==> config.mk <==
export PLATFORM = sky130hd
export DESIGN_NAME = pipe_stage_buf_flat
export DESIGN_NICKNAME = d
export VERILOG_FILES = /design/src/rtl/pipe_stage_buf_if.sv /design/src/rtl/pipe_stage_buf.sv /design/src/flat_wrapper.sv
export SDC_FILE = /design/constraint.sdc
export NUM_CORES = 1
export LEC_CHECK = 0
export BUFFER_PORTS_ARGS = -buffer_cell sky130_fd_sc_hd__buf_2
export CAP_MARGIN = 20
export CORE_MARGIN = 2
export CORE_UTILIZATION = 25
export CTS_BUF_LIST = sky130_fd_sc_hd__clkbuf_4 sky130_fd_sc_hd__clkbuf_8 sky130_fd_sc_hd__clkbuf_16
export CTS_CLUSTER_DIAMETER = 60
export DETAILED_ROUTE_END_ITERATION = 8
export PLACE_DENSITY = 0.44
export SLEW_MARGIN = 20
export SYNTH_ARGS = -nofsm -noshare
export SYNTH_HDL_FRONTEND = slang
export SYNTH_SLANG_ARGS = --single-unit
==> constraint.sdc <==
create_clock -name clk -period 4 [get_ports clk]
set_input_delay 0.6 -clock clk [delete_from_list [all_inputs] [get_ports clk]]
set_output_delay 0.6 -clock clk [all_outputs]
set_load 0.01 [all_outputs]
==> src/rtl/pipe_stage_buf_if.sv <==
// Valid/ready handshake bundle for pipe_stage_buf: upstream offer side plus downstream head side.
// slave is the buffer's view; master is the view of whatever drives it and consumes its output.
interface pipe_stage_buf_if #(
    parameter int unsigned WIDTH = 32,
    parameter int unsigned LANES = 2
) ();
    logic                   in_valid;
    logic                   in_ready;
    logic [LANES*WIDTH-1:0] in_data;
    logic                   out_valid;
    logic                   out_ready;
    logic [LANES*WIDTH-1:0] out_data;

    modport slave (
        input  in_valid,
        input  in_data,
        input  out_ready,
        output in_ready,
        output out_valid,
        output out_data
    );

    modport master (
        output in_valid,
        output in_data,
        output out_ready,
        input  in_ready,
        input  out_valid,
        input  out_data
    );
endinterface

==> src/rtl/pipe_stage_buf.sv <==
// Inter-stage pipeline register with one skid entry, valid/ready handshake and synchronous flush.
// Define PIPE_STAGE_BUF_PERF_EN to enable the saturating downstream stall counter.
module pipe_stage_buf #(
    parameter int unsigned WIDTH = 32,
    parameter int unsigned LANES = 2
) (
    input  logic                 clk,
    input  logic                 reset,
    input  logic                 flush,
    pipe_stage_buf_if.slave      bus,
    output logic [31:0]          stall_cycles
);
    localparam int unsigned DW = LANES * WIDTH;

    typedef enum logic [1:0] {StEmpty, StOne, StFull} state_e;

    state_e          state_q, state_d;
    logic [DW-1:0]   main_q, main_d;
    logic [DW-1:0]   skid_q, skid_d;
    logic            in_ready_w;
    logic            out_valid_w;
    logic            accept;
    logic            emit;

    // in_ready comes from registered state only, so out_ready never reaches upstream combinationally.
    always_comb begin
        in_ready_w    = (state_q != StFull);
        out_valid_w   = (state_q != StEmpty) && !flush;
        bus.in_ready  = in_ready_w;
        bus.out_valid = out_valid_w;
        bus.out_data  = main_q;
    end

    assign accept = bus.in_valid && in_ready_w && !flush;
    assign emit   = out_valid_w && bus.out_ready;

    always_ff @(posedge clk or posedge reset) begin
        if (reset) begin
            state_q <= StEmpty;
            main_q  <= '0;
            skid_q  <= '0;
        end else begin
            state_q <= state_d;
            main_q  <= main_d;
            skid_q  <= skid_d;
        end
    end

    always_comb begin
        state_d = state_q;
        main_d  = main_q;
        skid_d  = skid_q;
        if (flush) begin
            state_d = StEmpty;
            main_d  = '0;
            skid_d  = '0;
        end else begin
            case (state_q)
                StEmpty: begin
                    if (accept) begin
                        state_d = StOne;
                        main_d  = bus.in_data;
                    end
                end
                StOne: begin
                    if (accept && emit) begin
                        main_d = bus.in_data;
                    end else if (accept) begin
                        state_d = StFull;
                        skid_d  = bus.in_data;
                    end else if (emit) begin
                        state_d = StEmpty;
                        main_d  = '0;
                    end
                end
                StFull: begin
                    if (emit) begin
                        state_d = StOne;
                        main_d  = skid_q;
                        skid_d  = '0;
                    end
                end
                default: begin
                    state_d = StEmpty;
                    main_d  = '0;
                    skid_d  = '0;
                end
            endcase
        end
    end

`ifdef PIPE_STAGE_BUF_PERF_EN
    logic [31:0] stall_q;

    // Counts edges where a live head is refused downstream; flush does not clear it.
    always_ff @(posedge clk or posedge reset) begin
        if (reset) begin
            stall_q <= '0;
        end else if (out_valid_w && !bus.out_ready && (stall_q != 32'hFFFF_FFFF)) begin
            stall_q <= stall_q + 32'd1;
        end
    end

    assign stall_cycles = stall_q;
`else
    assign stall_cycles = 32'd0;
`endif

endmodule

==> src/flat_wrapper.sv <==
// flat-port wrapper written by rule: the top's interface ports become plain ports
module pipe_stage_buf_flat 
#(
    parameter int unsigned WIDTH = 32,
    parameter int unsigned LANES = 2
)
  (clk, reset, flush, stall_cycles, bus_in_valid, bus_in_data, bus_out_ready, bus_in_ready, bus_out_valid, bus_out_data);
  pipe_stage_buf_if #(.WIDTH(WIDTH), .LANES(LANES)) bus_i ();
  input  logic clk;
  input  logic reset;
  input  logic flush;
  output logic [31:0] stall_cycles;
  input wire logic [$bits(bus_i.in_valid)-1:0] bus_in_valid;
  input wire logic [$bits(bus_i.in_data)-1:0] bus_in_data;
  input wire logic [$bits(bus_i.out_ready)-1:0] bus_out_ready;
  output wire logic [$bits(bus_i.in_ready)-1:0] bus_in_ready;
  output wire logic [$bits(bus_i.out_valid)-1:0] bus_out_valid;
  output wire logic [$bits(bus_i.out_data)-1:0] bus_out_data;
  assign bus_i.in_valid = bus_in_valid;
  assign bus_i.in_data = bus_in_data;
  assign bus_i.out_ready = bus_out_ready;
  assign bus_in_ready = bus_i.in_ready;
  assign bus_out_valid = bus_i.out_valid;
  assign bus_out_data = bus_i.out_data;
  pipe_stage_buf #(.WIDTH(WIDTH), .LANES(LANES)) u_core (.clk(clk), .reset(reset), .flush(flush), .bus(bus_i), .stall_cycles(stall_cycles));
endmodule
==> metrics.md, run 1 <==
| Metric | Value |
|---|---|
| Status | `complete, no violations` |
| CORE AREA | `0.0270 mm^2` |
| Unrepaired setup endpoints after global routing | `false` |
| CP Launch Type | `register` |
| Largest net degree at the start of global routing | `50` |
| H-tree depth | `4` |
| Port buffer count | `134` |
| Starting Density | `25.5%` |
| WL final | `18500 um` |
| Clock network fraction of total power | `42.9%` |
| Drt via density | `4.40` |
| DRC Markers | `0` |
| Total power | `3.45 mW` |
| IO Pins | `167` |
| Iter 0 DRT Violations | `255` |
| Total grt overflow | `0` |
| Post-route ant nets | `0` |
| Vias in the first global route | `5141` |
| Combinational power share | `14.6%` |
| CTS clk-pin slew, worst paths | `0.06 ns` |
| Max cap viols | `0` |
| Hold Vio Cnt, Final | `0` |
| DR vias | `5055` |
| FP Rows | `60` |
| Max Slew Vio Count | `0` |
| Yosys warns | `0` |
| Layout cell share with drive strength beyond 1 | `23.2%` |
| Die area | `0.0288 mm^2` |
| Ys flop type | `dfrtp_1` |
| Gr usage total | `13.3%` |
| Mapped Avg Cell Area | `10.1 um^2` |
| Post-synthesis sequential area ratio | `47.3%` |
| Post-synth cell types | `27` |
| Fmax | `370 MHz` |
| Most common cell after layout, fill and taps aside | `buf_2` |
| VDD IR max | `0.192 mV` |
| Setup Crit Path Kind | `reg -> out` |
| Critical Path AT | `2.10 ns` |
| GP Congestion | `0.682` |
| Clock Tree Root | `clkbuf_16` |
| Worst-Skew Late Latency | `0.41 ns` |
| Yosys reg bits | `130` |
| Post-CTS setup buffer count | `0` |
| CTS Buf Count | `17` |
| Worst Path Max Fanout | `28` |
| Antenna violations before repair | `3` |
| Hold crit path type | `in -> async` |
| Die Ht | `170 um` |
| Tmin final | `2.70 ns` |
| Pwr dens | `419 mW/mm^2` |
| CTS resizes | `0` |
| Max-slew headroom | `52.2%` |
| Slew of the pin with the lowest slew margin | `0.717 ns` |
| Pint | `2.50 mW` |
| Setup TNS Final | `0 ns` |
| Area growth from synthesis to layout | `19.7%` |
| Post-synth EDFFs | `0` |
| Data required time of the worst path | `3.40 ns` |
| Clock Skew | `0.00710 ns` |
| CTS tree | `built` |
| WL/cell | `16.1 um` |
| LEAKAGE | `3.84 nW` |
| First-pass GRT wire length | `29400 um` |
| Worst-case reg-to-reg path depth | `6` |
| HPWL Detailed | `11900 um` |
| Final setup fails | `0` |
| Crit path capture type | `primary output` |
| Async S/R FF share, synth | `100%` |
| Sequential share of power | `42.5%` |
| Switching Power | `0.955 mW` |
| Hold_buf cts | `0` |
| Synth Instances | `679` |
| Clock Sinks | `130` |
| Net Sw Frac | `27.7%` |
| Die Width | `170 um` |
| Post-synth design cell area | `0.00687 mm^2` |
| Commonest non-fill, non-tap cells in the layout | `buf_2, mux2i_1, dfrtp_1, nand2_1` |
| Clock Path Buffers | `2` |
| Fin crit share | `67.5%` |
| Nets@finish | `867` |
| Pre-Repair DR Iteration Count | `4` |
## cells in the mapped netlist, types with 2 or more instances
library cell,instances,area share (%)
clkbuf_1,6,0.33
o21ai_1,26,1.9
buf_6,2,0.33
nor2_1,4,0.22
buf_4,56,6.1
nor2_4,2,0.33
nor3b_1,2,0.22
a22o_1,64,8.2
o22a_1,2,0.25
buf_2,18,1.3
nand2_1,124,6.8
dfrtp_1,130,47
mux2i_1,129,19
o2bb2ai_1,4,0.51
o21ai_0,34,2.5
inv_1,65,3.5
## final cells by class
cell class | instances | area (um^2)
multi-input combinational | 433 | 2960
clock inverter | 6 | 60.1
antenna | 2 | 5.00
tap | 341 | 427
fill | 2826 | 18700
timing repair buffer | 151 | 798
sequential | 130 | 3260
inverter | 65 | 248
clock buffer | 21 | 474
## path summary, 6_finish.rpt
path / from / slack, ns / endpoint
min in group clk: bus_in_data[56] / 0.44 / u_core.skid_q[56]
max in group asynchronous: reset / 2.91 / u_core.state_q[1]
worst min register to register: u_core.bus.out_data[30] / 0.50 / u_core.bus.out_data[30]
worst min-delay path: reset / 0.15 / u_core.bus.out_data[46]
worst max-delay path: u_core.state_q[1] / 1.30 / bus_out_valid
worst max register to register: u_core.state_q[1] / 1.35 / u_core.bus.out_data[61]
## worst max-delay path: stages (launching register included)
cell and delay [ns]:
dfrtp_4 0.66, buf_4 0.51, nor2_1 0.08, nor2_1 0.25, buf_2 0.19
## registers in the layout (all words and copies together), names as in the netlist
register             flops
u_core.bus.out_data     64
u_core.skid_q           64
u_core.state_q           2
## power by group through the flow
| stage | clock network, mW | logic [mW] | registers (mW) |
|---|---|---|---|
| 4_1_cts | 1.53 | 0.521 | 1.47 |
| 3_3_place_gp | 0 | 0.516 | 1.49 |
| 6_report | 1.48 | 0.505 | 1.47 |
| 5_1_grt | 1.59 | 0.568 | 1.48 |
| 3_5_place_dp | 0 | 0.519 | 1.49 |
| 2_1_floorplan | 0 | 0.340 | 1.49 |
## cells by family (layout without fill, tap and decap cells)
logic type	count (synthesis)	in the layout	share of synthesized area, %
and+or+nand+nor	138	138	8.23
other	1	34	0.0546
AOI/OAI and AO/OA	133	133	13.8
DFF	130	130	47.3
muxes	130	130	19.0
buffers and inverters	147	243	11.6
## routing by layer
layer	vias to the layer above	global-route usage, %	part of all wire, %
li1	2467	-	-
met1	2456	18.2	50
met2	112	21.0	45
met3	18	2.72	3.6
met4	2	4.35	1.4
met5	-	0	0.070
## through the flow
step | worst slack (ns) | hold slack, ns | util [%] | cell area, um^2 | cells
global route | 1.17 | 0.154 | 30.5 | 8230 | 1149
CTS | 1.26 | 0.145 | 30.5 | 8220 | 1147
detailed placement | 1.30 | 0.487 | 28.5 | 7690 | 1120
global placement | 1.05 | 0.484 | 28.5 | 7680 | 1119
floorplan | 1.79 | 0.497 | - | 6990 | 710
finish | 1.30 | 0.151 | 30.5 | 8230 | 1149
Power figures use the tool's default switching activity.
==> run 2, diff against run 1 <==
- ABC_AREA: default -> 1
- PLACE_DENSITY: 0.44 -> 0.42
- clock period: 4 -> 2.5 ns (I/O delays scaled with it)
==> run 2 against run 1 <==
Against the previous run:
- core utilization is 0.18 points higher
- synthesized area is 0.42% lower
- die area is 0.41% lower
- sequential power is 73% higher
- critical path depth is 5 higher
- via count is 8.1% higher
- critical endpoint is now u_core.bus.out_data[47]
- largest cell class unchanged
==> metrics.md, run 2 <==
| Metric | Value |
|---|---|
| Status | `complete, no violations` |
| Die Ht | `169 um` |
| Nets@finish | `1045` |
| CTS tree | `built` |
| Max cap viols | `0` |
| Post-route ant nets | `0` |
| FP Rows | `60` |
| Drt via density | `4.10` |
| Reg2reg start | `u_core.state_q[0]` |
| Post-synth design cell area | `0.00685 mm^2` |
| Fmax | `554 MHz` |
| Most common cell after layout, fill and taps aside | `nand2_1` |
| DRC Markers | `0` |
| Hold path startpoint | `bus_in_data[8]` |
| Synth area leader | `dfrtp_1` |
| Crit path capture type | `register` |
| Yosys warns | `0` |
| Pwr dens | `820 mW/mm^2` |
| Async S/R FF share, synth | `100%` |
| Starting Density | `25.4%` |
| Die area | `0.0287 mm^2` |
| Antenna violations before repair | `1` |
| Iter 0 DRT Violations | `338` |
| Count leader, synth | `nand2_1` |
| Hold crit path type | `in -> reg` |
| Clock Tree Root | `clkbuf_16` |
| Yosys reg bits | `130` |
| Setup TNS Final | `0 ns` |
| CTS Buf Count | `17` |
| Final instance area | `0.00828 mm^2` |
| CP Launch Type | `register` |
| Yosys top cell area share | `47.5%` |
| Synth Instances | `853` |
| Largest net degree at the start of global routing | `71` |
| Ys flop type | `dfrtp_1` |
| Post-CTS setup buffer count | `0` |
| CTS resizes | `0` |
| Top cells by count, synth | `nand2_1, dfrtp_1, o21ai_2` |
| Placed standard-cell area | `0.00763 mm^2` |
| Worst-Skew Late Latency | `0.42 ns` |
| Vias in the first global route | `5526` |
| Worst-case reg-to-reg path depth | `9` |
| Hold depth | `3` |
| CP startpoint | `u_core.state_q[0]` |
| WL/cell | `13.4 um` |
| First-pass GRT wire length | `29700 um` |
| Critical Path AT | `2.16 ns` |
| Tmin final | `1.81 ns` |
| Commonest non-fill, non-tap cells in the layout | `nand2_1, buf_2, dfrtp_1, o21ai_2, nand2_2` |
| Area growth from synthesis to layout | `20.9%` |
| Max Slew Vio Count | `0` |
| Data required time of the worst path | `2.85 ns` |
| WL final | `17900 um` |
| Worst Path Max Fanout | `40` |
| Layout cell share with drive strength beyond 1 | `30.6%` |
| Gr usage total | `13.3%` |
| HPWL Detailed | `11500 um` |
| Clock Skew | `0.00753 ns` |
| # fillers | `2941` |
| IO Pins | `167` |
| Clock Sinks | `130` |
| Hold Vio Cnt, Final | `0` |
| Post-synth EDFFs | `0` |
| Fin crit share | `72.2%` |
| FF/Latch Area | `0.00325 mm^2` |
| Synth top area cells | `dfrtp_1, nand2_1, o21ai_2` |
| CTS clk-pin slew, worst paths | `0.06 ns` |
| Setup Crit Path Kind | `reg -> reg` |
| H-tree depth | `4` |
| Post-synthesis sequential area ratio | `47.5%` |
| Multi-input gate area | `0.00300 mm^2` |
| Unrepaired setup endpoints after global routing | `false` |
| Die Width | `169 um` |
| GP Congestion | `0.722` |
| VDD IR max | `0.343 mV` |
| Post-synth cell types | `25` |
| Total grt overflow | `0` |
| Port buffer count | `134` |
| LEAKAGE | `4.48 nW` |
| Mapped Avg Cell Area | `8.02 um^2` |
| Final setup fails | `0` |
| DR vias | `5465` |
| Pre-Repair DR Iteration Count | `4` |
| CORE AREA | `0.0270 mm^2` |
| Clock Path Buffers | `2` |
==> run 2: path summary, 6_finish.rpt <==
check	to	slack [ns]
worst max-delay path	u_core.bus.out_data[47]	0.69
worst min-delay path	u_core.skid_q[8]	0.23
worst max register to register	u_core.bus.out_data[47]	0.69
worst min register to register	u_core.bus.out_data[28]	0.47
max in group asynchronous	u_core.skid_q[18]	1.23
min in group asynchronous	u_core.bus.out_data[56]	0.51
==> run 2: layer usage <==
metal | global-route usage (%) | vias up | wire (um)
met1 | 18.8 | 2525 | 8920
met3 | 3.31 | 13 | 835
met4 | 3.57 | 0 | 185
met2 | 20.1 | 128 | 7910
met5 | 0 | - | 0
li1 | - | 2799 | -
==> run 2: area by class of cell <==
cell class,instances,share of cell area [%]
Sequential cell,130,39.3
Multi-Input combinational cell,653,36.2
Timing Repair Buffer,154,10.7
Clock buffer,21,5.80
Tap cell,341,5.15
Clock inverter,11,1.83
Inverter,20,0.952
Antenna cell,2,0.0605
==> run 2: per-stage QoR <==
stage	power, mW	instances	utilization, %	hold WS [ns]	setup WS, ns
after floorplan	3.75	884	-	0.455	0.516
after global placement	4.18	1297	28.3	0.400	0.669
after detailed placement	4.18	1297	28.3	0.397	0.629
after CTS	6.95	1330	30.7	0.203	0.654
after global routing	7.23	1330	30.7	0.213	0.546
final	6.79	1332	30.7	0.227	0.694
==> run 2: cells by family (layout without fill, tap and decap cells) <==
kind of cell,count (synthesis),after routing,synth area share [%]
other,1,34,0.0548
DFF,130,130,47.5
and+or+nand+nor,552,552,33.2
buffers and inverters,101,206,10.8
AOI/OAI and AO/OA,69,69,8.41
==> run 2: power breakdown <==
| part | switching (mW) | internal (mW) | total [mW] |
|---|---|---|---|
| clock network | 1.00 | 1.68 | 2.68 |
| registers | 0.164 | 2.39 | 2.55 |
| logic | 1.04 | 0.515 | 1.55 |
| total | 2.20 | 4.58 | 6.79 |
==> run 2: repair_timing <==
item                       in CTS  in global routing
hold buffers                    1                  0
setup endpoints to repair       0                  0
hold endpoints to repair       13                  0
==> run 2: critical path, stage by stage, from the launching register on <==
cell and delay (ns):
dfrtp_1 0.40, inv_2 0.13, nor2_4 0.04, buf_4 0.18
nand3_1 0.14, nand3_4 0.11, nor2_4 0.09, buf_4 0.41
nand2_1 0.14, nand2_1 0.07
